`src/rtl/vga_timing_pkg.sv`:
```
// Default 640x480@60 timing constants and the shared coordinate type.
// Sync windows are half-open ranges [START, END) in pixels and lines.
package vga_timing_pkg;
   localparam int CNT_W     = 10;
   localparam int H_VISIBLE = 640;
   localparam int H_FRONT   = 16;
   localparam int H_SYNC    = 96;
   localparam int H_BACK    = 48;
   localparam int V_VISIBLE = 480;
   localparam int V_FRONT   = 10;
   localparam int V_SYNC    = 2;
   localparam int V_BACK    = 33;
   localparam int H_TOTAL   = H_VISIBLE + H_FRONT + H_SYNC + H_BACK;
   localparam int V_TOTAL   = V_VISIBLE + V_FRONT + V_SYNC + V_BACK;
   localparam int HS_START  = H_VISIBLE + H_FRONT;
   localparam int HS_END    = HS_START + H_SYNC;
   localparam int VS_START  = V_VISIBLE + V_FRONT;
   localparam int VS_END    = VS_START + V_SYNC;

   typedef logic [CNT_W-1:0] vga_coord_t;
endpackage

```
`src/rtl/vga_timing_if.sv`:
```
// Pixel-scan bus: the timing generator is the master, draw/render blocks are slaves.
// swap_req is the only renderer-driven signal; it is a level held until swap_ack.
interface vga_timing_if #(
   parameter int CNT_W = vga_timing_pkg::CNT_W
);
   logic             hs;
   logic             vs;
   logic             blank;
   logic [CNT_W-1:0] DrawX;
   logic [CNT_W-1:0] DrawY;
   logic             vblank_start;
   logic             swap_req;
   logic             swap_ack;
   logic             front_buf;
   logic [15:0]      frame_count;

   modport master (
      output hs, vs, blank, DrawX, DrawY, vblank_start, swap_ack, front_buf, frame_count,
      input  swap_req
   );
   modport slave (
      input  hs, vs, blank, DrawX, DrawY, vblank_start, swap_ack, front_buf, frame_count,
      output swap_req
   );
endinterface

```
`src/rtl/vga_timing_gen_axis_ctr.sv`:
```
// One scan axis: wrapping counter with sync registered from the next count, 0-cycle skew to cnt.
// No backpressure: advances whenever inc is high; vis_nxt is the combinational next-visible decode.
module vga_axis_ctr #(
   parameter int VISIBLE  = 640,
   parameter int FRONT    = 16,
   parameter int SYNC     = 96,
   parameter int BACK     = 48,
   parameter bit SYNC_POL = 1'b0,
   parameter int CNT_W    = 10
) (
   input  logic             clk,
   input  logic             rst_n,
   input  logic             inc,
   output logic [CNT_W-1:0] cnt,
   output logic             wrap,
   output logic             vis_nxt,
   output logic             sync
);
   localparam logic [CNT_W-1:0] LAST    = CNT_W'(VISIBLE + FRONT + SYNC + BACK - 1);
   localparam logic [CNT_W-1:0] VIS_END = CNT_W'(VISIBLE);
   localparam logic [CNT_W-1:0] S_START = CNT_W'(VISIBLE + FRONT);
   localparam logic [CNT_W-1:0] S_END   = CNT_W'(VISIBLE + FRONT + SYNC);

   logic [CNT_W-1:0] cnt_q, cnt_d;
   logic             sync_q, sync_d;

   always_comb begin
      cnt_d = cnt_q;
      if (inc) begin
         cnt_d = (cnt_q == LAST) ? '0 : cnt_q + 1'b1;
      end
      vis_nxt = (cnt_d < VIS_END);
      sync_d  = ((cnt_d >= S_START) && (cnt_d < S_END)) ? SYNC_POL : ~SYNC_POL;
   end

   always_ff @(posedge clk or negedge rst_n) begin
      if (!rst_n) begin
         cnt_q  <= '0;
         sync_q <= ~SYNC_POL;
      end else begin
         cnt_q  <= cnt_d;
         sync_q <= sync_d;
      end
   end

   assign cnt  = cnt_q;
   assign wrap = inc && (cnt_q == LAST);
   assign sync = sync_q;
endmodule

```
`src/rtl/vga_timing_gen.sv`:
```
// Scan timing source: counters, blank/sync, vblank strobe and vblank-only buffer swap; all outputs flops.
// Latency: every output describes the (DrawX,DrawY) of the same cycle; no backpressure, swap_req is a held level.
module vga_timing_gen #(
   parameter int H_VISIBLE = vga_timing_pkg::H_VISIBLE,
   parameter int H_FRONT   = vga_timing_pkg::H_FRONT,
   parameter int H_SYNC    = vga_timing_pkg::H_SYNC,
   parameter int H_BACK    = vga_timing_pkg::H_BACK,
   parameter int V_VISIBLE = vga_timing_pkg::V_VISIBLE,
   parameter int V_FRONT   = vga_timing_pkg::V_FRONT,
   parameter int V_SYNC    = vga_timing_pkg::V_SYNC,
   parameter int V_BACK    = vga_timing_pkg::V_BACK,
   parameter bit SYNC_POL  = 1'b0,
   parameter int CNT_W     = vga_timing_pkg::CNT_W
) (
   input  logic           vga_clk,
   input  logic           reset_n,
   vga_timing_if.master   bus
);
   if ((H_VISIBLE + H_FRONT + H_SYNC + H_BACK > (1 << CNT_W)) ||
       (V_VISIBLE + V_FRONT + V_SYNC + V_BACK > (1 << CNT_W))) begin : g_cnt_w_chk
      $error("vga_timing_gen: CNT_W cannot hold the line/frame totals");
   end

   localparam logic [CNT_W-1:0] VB_PREV_LINE = CNT_W'(V_VISIBLE - 1);

   logic [CNT_W-1:0] h_cnt, v_cnt;
   logic             h_wrap, v_wrap_unused;
   logic             h_vis_nxt, v_vis_nxt;
   logic             hs_q, vs_q;

   vga_axis_ctr #(
      .VISIBLE(H_VISIBLE), .FRONT(H_FRONT), .SYNC(H_SYNC), .BACK(H_BACK),
      .SYNC_POL(SYNC_POL), .CNT_W(CNT_W)
   ) u_h_ctr (
      .clk(vga_clk), .rst_n(reset_n), .inc(1'b1),
      .cnt(h_cnt), .wrap(h_wrap), .vis_nxt(h_vis_nxt), .sync(hs_q)
   );

   vga_axis_ctr #(
      .VISIBLE(V_VISIBLE), .FRONT(V_FRONT), .SYNC(V_SYNC), .BACK(V_BACK),
      .SYNC_POL(SYNC_POL), .CNT_W(CNT_W)
   ) u_v_ctr (
      .clk(vga_clk), .rst_n(reset_n), .inc(h_wrap),
      .cnt(v_cnt), .wrap(v_wrap_unused), .vis_nxt(v_vis_nxt), .sync(vs_q)
   );

   logic        blank_q, blank_d;
   logic        vblank_q, vblank_d;
   logic        swap_ack_q, swap_ack_d;
   logic        front_buf_q, front_buf_d;
   logic [15:0] frame_count_q, frame_count_d;

   // The edge that lands on (0,V_VISIBLE) is the vblank edge; swap_req is taken at that edge
   // so the flip and its ack appear together with vblank_start.
   always_comb begin
      blank_d       = h_vis_nxt & v_vis_nxt;
      vblank_d      = h_wrap && (v_cnt == VB_PREV_LINE);
      swap_ack_d    = vblank_d & bus.swap_req;
      front_buf_d   = front_buf_q ^ swap_ack_d;
      frame_count_d = vblank_d ? frame_count_q + 16'd1 : frame_count_q;
   end

   always_ff @(posedge vga_clk or negedge reset_n) begin
      if (!reset_n) begin
         blank_q       <= 1'b1;
         vblank_q      <= 1'b0;
         swap_ack_q    <= 1'b0;
         front_buf_q   <= 1'b0;
         frame_count_q <= '0;
      end else begin
         blank_q       <= blank_d;
         vblank_q      <= vblank_d;
         swap_ack_q    <= swap_ack_d;
         front_buf_q   <= front_buf_d;
         frame_count_q <= frame_count_d;
      end
   end

   assign bus.DrawX        = h_cnt;
   assign bus.DrawY        = v_cnt;
   assign bus.hs           = hs_q;
   assign bus.vs           = vs_q;
   assign bus.blank        = blank_q;
   assign bus.vblank_start = vblank_q;
   assign bus.swap_ack     = swap_ack_q;
   assign bus.front_buf    = front_buf_q;
   assign bus.frame_count  = frame_count_q;
endmodule

```
`src/flat_wrapper.sv`:
```
// flat-port wrapper written by rule: the top's interface ports become plain ports
module vga_timing_gen_flat 
#(
   parameter int H_VISIBLE = vga_timing_pkg::H_VISIBLE,
   parameter int H_FRONT   = vga_timing_pkg::H_FRONT,
   parameter int H_SYNC    = vga_timing_pkg::H_SYNC,
   parameter int H_BACK    = vga_timing_pkg::H_BACK,
   parameter int V_VISIBLE = vga_timing_pkg::V_VISIBLE,
   parameter int V_FRONT   = vga_timing_pkg::V_FRONT,
   parameter int V_SYNC    = vga_timing_pkg::V_SYNC,
   parameter int V_BACK    = vga_timing_pkg::V_BACK,
   parameter bit SYNC_POL  = 1'b0,
   parameter int CNT_W     = vga_timing_pkg::CNT_W
)
  (vga_clk, reset_n, bus_hs, bus_vs, bus_blank, bus_DrawX, bus_DrawY, bus_vblank_start, bus_swap_ack, bus_front_buf, bus_frame_count, bus_swap_req);
  vga_timing_if #(.CNT_W(CNT_W)) bus_i ();
  input  logic vga_clk;
  input  logic reset_n;
  output wire logic [$bits(bus_i.hs)-1:0] bus_hs;
  output wire logic [$bits(bus_i.vs)-1:0] bus_vs;
  output wire logic [$bits(bus_i.blank)-1:0] bus_blank;
  output wire logic [$bits(bus_i.DrawX)-1:0] bus_DrawX;
  output wire logic [$bits(bus_i.DrawY)-1:0] bus_DrawY;
  output wire logic [$bits(bus_i.vblank_start)-1:0] bus_vblank_start;
  output wire logic [$bits(bus_i.swap_ack)-1:0] bus_swap_ack;
  output wire logic [$bits(bus_i.front_buf)-1:0] bus_front_buf;
  output wire logic [$bits(bus_i.frame_count)-1:0] bus_frame_count;
  input wire logic [$bits(bus_i.swap_req)-1:0] bus_swap_req;
  assign bus_hs = bus_i.hs;
  assign bus_vs = bus_i.vs;
  assign bus_blank = bus_i.blank;
  assign bus_DrawX = bus_i.DrawX;
  assign bus_DrawY = bus_i.DrawY;
  assign bus_vblank_start = bus_i.vblank_start;
  assign bus_swap_ack = bus_i.swap_ack;
  assign bus_front_buf = bus_i.front_buf;
  assign bus_frame_count = bus_i.frame_count;
  assign bus_i.swap_req = bus_swap_req;
  vga_timing_gen #(.H_VISIBLE(H_VISIBLE), .H_FRONT(H_FRONT), .H_SYNC(H_SYNC), .H_BACK(H_BACK), .V_VISIBLE(V_VISIBLE), .V_FRONT(V_FRONT), .V_SYNC(V_SYNC), .V_BACK(V_BACK), .SYNC_POL(SYNC_POL), .CNT_W(CNT_W)) u_core (.vga_clk(vga_clk), .reset_n(reset_n), .bus(bus_i));
endmodule
```
`config.mk`:
```
export PLATFORM = sky130hd
export DESIGN_NAME = vga_timing_gen_flat
export DESIGN_NICKNAME = d
export VERILOG_FILES = /design/src/rtl/vga_timing_pkg.sv /design/src/rtl/vga_timing_if.sv /design/src/rtl/vga_timing_gen_axis_ctr.sv /design/src/rtl/vga_timing_gen.sv /design/src/flat_wrapper.sv
export SDC_FILE = /design/constraint.sdc
export NUM_CORES = 1
export LEC_CHECK = 0
export BUFFER_PORTS_ARGS = -buffer_cell sky130_fd_sc_hd__buf_4
export CAP_MARGIN = 5
export CORE_MARGIN = 2
export CORE_UTILIZATION = 40
export DETAILED_ROUTE_END_ITERATION = 10
export PLACE_DENSITY = 0.71
export SYNTH_ARGS = -nofsm -noshare
export SYNTH_HDL_FRONTEND = slang
export SYNTH_SLANG_ARGS = --single-unit
```
`constraint.sdc`:
```
create_clock -name vga_clk -period 2.1 [get_ports vga_clk]
set_clock_uncertainty 0.1 [all_clocks]
set_input_delay 0.42 -clock vga_clk [delete_from_list [all_inputs] [get_ports vga_clk]]
set_output_delay 0.42 -clock vga_clk [all_outputs]
set_load 0.05 [all_outputs]
```
==> results of run 1 <==
area by class of cell:
type | instances | area [um2] | area share, %
clock inverters | 2 | 12.51 | 0.4446
flip-flops and latches | 42 | 1067 | 37.93
well taps | 70 | 87.58 | 3.112
inverters | 11 | 41.29 | 1.467
repair buffers | 61 | 461.7 | 16.41
multi-input cells | 147 | 1061 | 37.71
clock buffers | 6 | 82.58 | 2.935
worst min path at each step:
stage	from	endpoint	slack [ns]	cells after the start
after global routing	reset_n	u_core.u_v_ctr.cnt[9]	0.03	1
after global placement	reset_n	u_core.u_v_ctr.cnt[4]	0.34	1
final	reset_n	u_core.u_v_ctr.cnt[9]	0.001	1
after floorplan	reset_n	u_core.bus.frame_count[0]	0.02	0
after CTS	reset_n	u_core.u_v_ctr.cnt[5]	0.02	1
after detailed placement	reset_n	u_core.u_v_ctr.cnt[9]	0.34	1
sequential cells by signal, summed over array words and instances (netlist names):
register / count
u_core.bus.frame_count: 16
u_core.bus.front_buf: 1
u_core.bus.vblank_start: 1
u_core.u_v_ctr.sync: 1
u_core.bus.blank: 1
u_core.u_h_ctr.cnt: 10
u_core.u_h_ctr.sync: 1
u_core.bus.swap_ack: 1
u_core.u_v_ctr.cnt: 10
cell usage in the layout (no fill, tap or decap), drive strengths merged, types with 6 or more instances in the layout:
cell type  synthesis  final
buf                1     61
clkbuf             3      6
dfrtp             39     39
inv               11     11
nand2             17     17
nand3             13     13
nand4              8      8
nor2              12     12
nor3              12     12
o21ai              7      7
xnor2             12     12
xor2              15     15
where the power goes:
part	switching, mW	internal [mW]	total (mW)
Combinational	0.0153	0.00240	0.0177
Clock	0.273	0.264	0.537
Sequential	0	0.808	0.808
Total	0.289	1.07	1.36
what timing repair did:
item                       in CTS  in global routing
setup endpoints to repair       2                 10
cloned                          0                  0
buffers inserted                0                  5
pin swaps                       0                  8
resized for setup               1                  7
hold endpoints to repair        0                  0
logic make-up after synthesis:
kind of cell               Yosys count
and+or+nand+nor                     89
DFF                                 42
xor gates and xnor gates            27
AOI/OAI and AO/OA                   25
buffers and inverters               15
adders and majority gates            4
muxes                                2
layer usage:
layer / track usage, % / vias up / part of all wire, %
li1: - / 853 / -
met1: 22.95 / 845 / 46
met2: 24.91 / 46 / 47
met3: 3.765 / 5 / 5.1
met4: 4.909 / 0 / 1.2
met5: 0 / - / 0
critical path, stage by stage (launching register included):
cell and delay, ns:
dfrtp_2 0.41, ha_4 0.16, nand4_4 0.16, or3_4 0.44, o31a_1 0.28, o221a_2 0.28, a211oi_2 0.15
stage by stage:
step / utilization (%) / area (um2) / power, mW / TNS [ns] / setup slack, ns
global route: 55.10 / 2814 / 1.419 / -0.1581 / -0.06669
global placement: 51.67 / 2639 / 0.8430 / 0 / 0.09248
detailed placement: 51.67 / 2639 / 0.8433 / -0.02494 / -0.02494
floorplan: - / 2157 / 0.8243 / -0.03234 / -0.01285
CTS: 53.63 / 2739 / 1.389 / 0 / 0.03040
finish: 55.10 / 2814 / 1.363 / 0 / 0.05315
==> flow_summary.yaml, run 1 <==
synthesis:
  synthArstFlopShare_pct: 100.0
  synth_xor_area_share_pct: 11.16
  yosysTopAreaCellShare_pct: 46.04
  synth_area_leaders: "dfrtp_1 (46%), xor2_1 (6.2%), xnor2_1 (5.0%), dfstp_2 (3.7%), nand3_1 (3.1%)"
  post_synth_mux_area_share_pct: 1.063
  synth_top_cell_by_area: "dfrtp_1"
  yosys.area_share.simple_pct: 23.91
  synth_top_family_by_area: "simple AND/OR/NAND/NOR gates"
  syn_area_um2: 2120
  syn_area_per_cell_um2: 10.39
  synthDistinctLibCells: 46
  syn-num-nets: 211
  yosys.cell_count.top_type: "dfrtp_1"
  synth_compound_area_share_pct: 8.560
  synth_seq_cells: 42
  yosysWarnings: 0
  synth_edf_count: 0
  ys_seq_area_share_pct: 49.76
  synth_fa_ha_area_share_pct: 2.361
  syn_inst: 204
  synth_ff_type: "dfrtp_1"
  synth_common_cells: "dfrtp_1 (39), nand2_1 (17), xor2_1 (15), nand3_1 (13)"
place:
  port_buffers: 44
  dp.cells: 326
  hpwl_um: 3331
  place_congestion: 0.8381
drt:
  first_iter_violations: 121
  routed_wl_um: 4709
  first_pass_iters: 4
  vias: 1749
  wl_per_cell_um: 13.89
  drcViolationCount: 0
  antenna_left: 0
  vias_per_cell: 5.159
critical_path:
  cp.required_ns: 2.22
  end_kind: "flop"
  cp-startpoint: "u_core.u_h_ctr.cnt[0]"
  reg2reg_slack_ns: 0.05
  crit_path_end: "u_core.bus.blank"
  critPathLaunchType: "flop"
  r2r_end: "u_core.bus.blank"
  r2r_start: "u_core.u_h_ctr.cnt[0]"
  arrival_ns: 2.16
  r2r_cells: 6
  path_max_fanout: 7
  crit_type: "reg2reg"
timing:
  rsz0062_at_grt: "true"
  finalHoldViolCount: 0
  finalCritPeriodShare_pct: 97.47
  drv_slew: 0
  whs_ns: 0.001184
  post-route-min-period_ns: 2.047
  setup-violations-final: 0
  worstMarginPinSlew_ns: 0.5293
  max_freq_mhz: 488.6
  slew-limit-headroom_pct: 64.72
clocking:
  cts_tree: "built"
  clock-sinks: 42
  cts_buffers: 5
  ctsHtreeMaxLevel: 2
  path_clk_slew_ns: 0.07
  cts.path.max_buffers: 2
  insertion_delay_ns: 0.29
  cts_hold_buf: 0
  clock-root-buffer: "clkbuf_8"
die:
  initial_core_util_pct: 41.50
  die_area_um2: 5897
  die-width_um: 76.80
  fp-row-count: 26
  core-area_um2: 5107
  fp.dieH_um: 76.80
  ioPinCount: 45
run:
  cap_violations: 0
cells_and_area:
  area_growth_pct: 32.76
  antenna_cells: 0
  drive_above_1_share_pct: 37.17
  num-nets-final: 275
  fillers: 477
  finalNonFillerCells: 339
global_route:
  grt_pass1_vias: 1637
  grt_start_max_net_pins: 43
  groute.usage.overall_pct: 16.27
  grt_first_pass_wirelength_um: 7859
  antenna_found_initial: 0
  grt-ovfl-total: 0
pwr:
  p_leak_nw: 1.363
  irDropWorstVdd_mv: 0.3168
  power_density_nw_per_um2: 484.4
worst_hold_path:
  hp-class: "in2async"
status:
  status: "finished, final reports clean"
Power figures use the tool's default switching activity.
==> run 2: changes to the inputs <==
- CORE_UTILIZATION: 40 -> 49
- PLACE_DENSITY: 0.71 -> 0.83
==> flow_summary.yaml, run 2 (synthesized netlist as in run 1, its figures left out) <==
status:
  status: "finished, final reports clean"
die:
  fp.dieH_um: 69.77
  die_area_um2: 4868
  initial_core_util_pct: 51.87
  ioPinCount: 45
  core-area_um2: 4086
  die-width_um: 69.77
  fp-row-count: 23
cells_and_area:
  layout_common_cells: "buf_4 (62), dfrtp_1 (29), nand2_1 (17), xor2_1 (15), nand3_1 (13)"
  fillers: 328
  fin_area_um2: 2784
  largest_register_ffs: 16
  num-nets-final: 276
  drive_above_1_share_pct: 37.78
  area_growth_pct: 31.35
  mostFrequentLayoutCell: "buf_4"
  antenna_cells: 0
clocking:
  cts_buffers: 5
  cts_hold_buf: 0
  insertion_delay_ns: 0.29
  cts_tree: "built"
  clock-sinks: 42
  path_clk_slew_ns: 0.08
  ctsHtreeMaxLevel: 2
  clock-root-buffer: "clkbuf_8"
  cts.path.max_buffers: 2
global_route:
  grt_pass1_vias: 1654
  grt_first_pass_wirelength_um: 7721
  groute.usage.overall_pct: 19.77
  grt-ovfl-total: 0
  grt_start_max_net_pins: 43
  antenna_found_initial: 0
timing:
  rsz0062_at_grt: "true"
  whs_ns: 0.002123
  max_freq_mhz: 488.6
  setup-violations-final: 0
  finalCritPeriodShare_pct: 97.45
  slew-limit-headroom_pct: 65.42
  finalHoldViolCount: 0
  post-route-min-period_ns: 2.047
  worstMarginPinSlew_ns: 0.5188
  worst_slack_ns: 0.05346
  drv_slew: 0
  finalSetupTns_ns: 0
pwr:
  power_density_nw_per_um2: 482.1
  power.total_mw: 1.342
  irDropWorstVdd_mv: 0.2559
  p_leak_nw: 1.347
place:
  hpwl_um: 3430
  pre_cts_ws_ns: 0.02985
  place_congestion: 0.9031
  dpl_cell_area_um2: 2621
  port_buffers: 44
drt:
  vias: 1754
  antenna_left: 0
  vias_per_cell: 5.481
  wl_per_cell_um: 14.90
  first_iter_violations: 82
  drcViolationCount: 0
  first_pass_iters: 4
  routed_wl_um: 4767
run:
  cap_violations: 0
critical_path:
  crit_type: "reg2reg"
  path_max_fanout: 6
  cp.required_ns: 2.22
  r2r_start: "u_core.u_v_ctr.cnt[0]"
  r2r_cells: 6
  cp-startpoint: "u_core.u_v_ctr.cnt[0]"
  end_kind: "flop"
  arrival_ns: 2.16
  critPathLaunchType: "flop"
worst_hold_path:
  hp-class: "in2async"
==> run 2: worst max-delay path, cell delays in order (launching register included) <==
cell	delay, ns
dfrtp_2	0.43
ha_4	0.17
nand4_1	0.16
nor4_4	0.40
nand4_1	0.32
nor2_1	0.22
xor2_1	0.18
==> run 2: timing repair <==
item,CTS,global route
setup buffers,0,5
setup endpoints to repair,1,10
pin swaps,1,7
gates resized for setup,0,8
==> run 2: report_power, final <==
| part | leakage, nW | internal, mW | switching, mW |
|---|---|---|---|
| clock | 0.0441 | 0.233 | 0.283 |
| sequential | 0.550 | 0.808 | 0 |
| combinational | 0.754 | 0.00240 | 0.0151 |
| total | 1.35 | 1.04 | 0.298 |
==> run 2: final timing paths <==
check / endpoint / slack, ns
max: u_core.bus.frame_count[15] / 0.05
min: u_core.u_h_ctr.cnt[0] / 0.002
max reg2reg: u_core.bus.frame_count[15] / 0.05
min reg2reg: u_core.bus.front_buf / 0.37
max in group asynchronous: u_core.u_h_ctr.cnt[5] / 1.52
min in group vga_clk: u_core.bus.swap_ack / 0.28
==> run 2: per-stage QoR <==
step                cells  utilization (%)
finish                320            68.13
floorplan             204                -
global route          320            68.13
CTS                   315            66.35
global placement      307            64.15
detailed placement    307            64.15
==> run 2: final cells by class <==
type,instances,area [um2],share of cell area (%)
Clock buffer,5,68.82,2.472
Clock inverter,3,21.27,0.7640
Inverter,11,41.29,1.483
Multi-Input combinational cell,147,1057,37.98
Sequential cell,42,1067,38.34
Tap cell,50,62.56,2.247
Timing Repair Buffer,62,465.4,16.72
==> run 2: layer usage <==
layer	GRT usage, %	part of all wire (%)	vias up
met5	0	0	-
met4	6.410	1.3	0
met3	3.198	4.3	6
met2	30.79	49	41
met1	28.21	46	859
li1	-	-	848
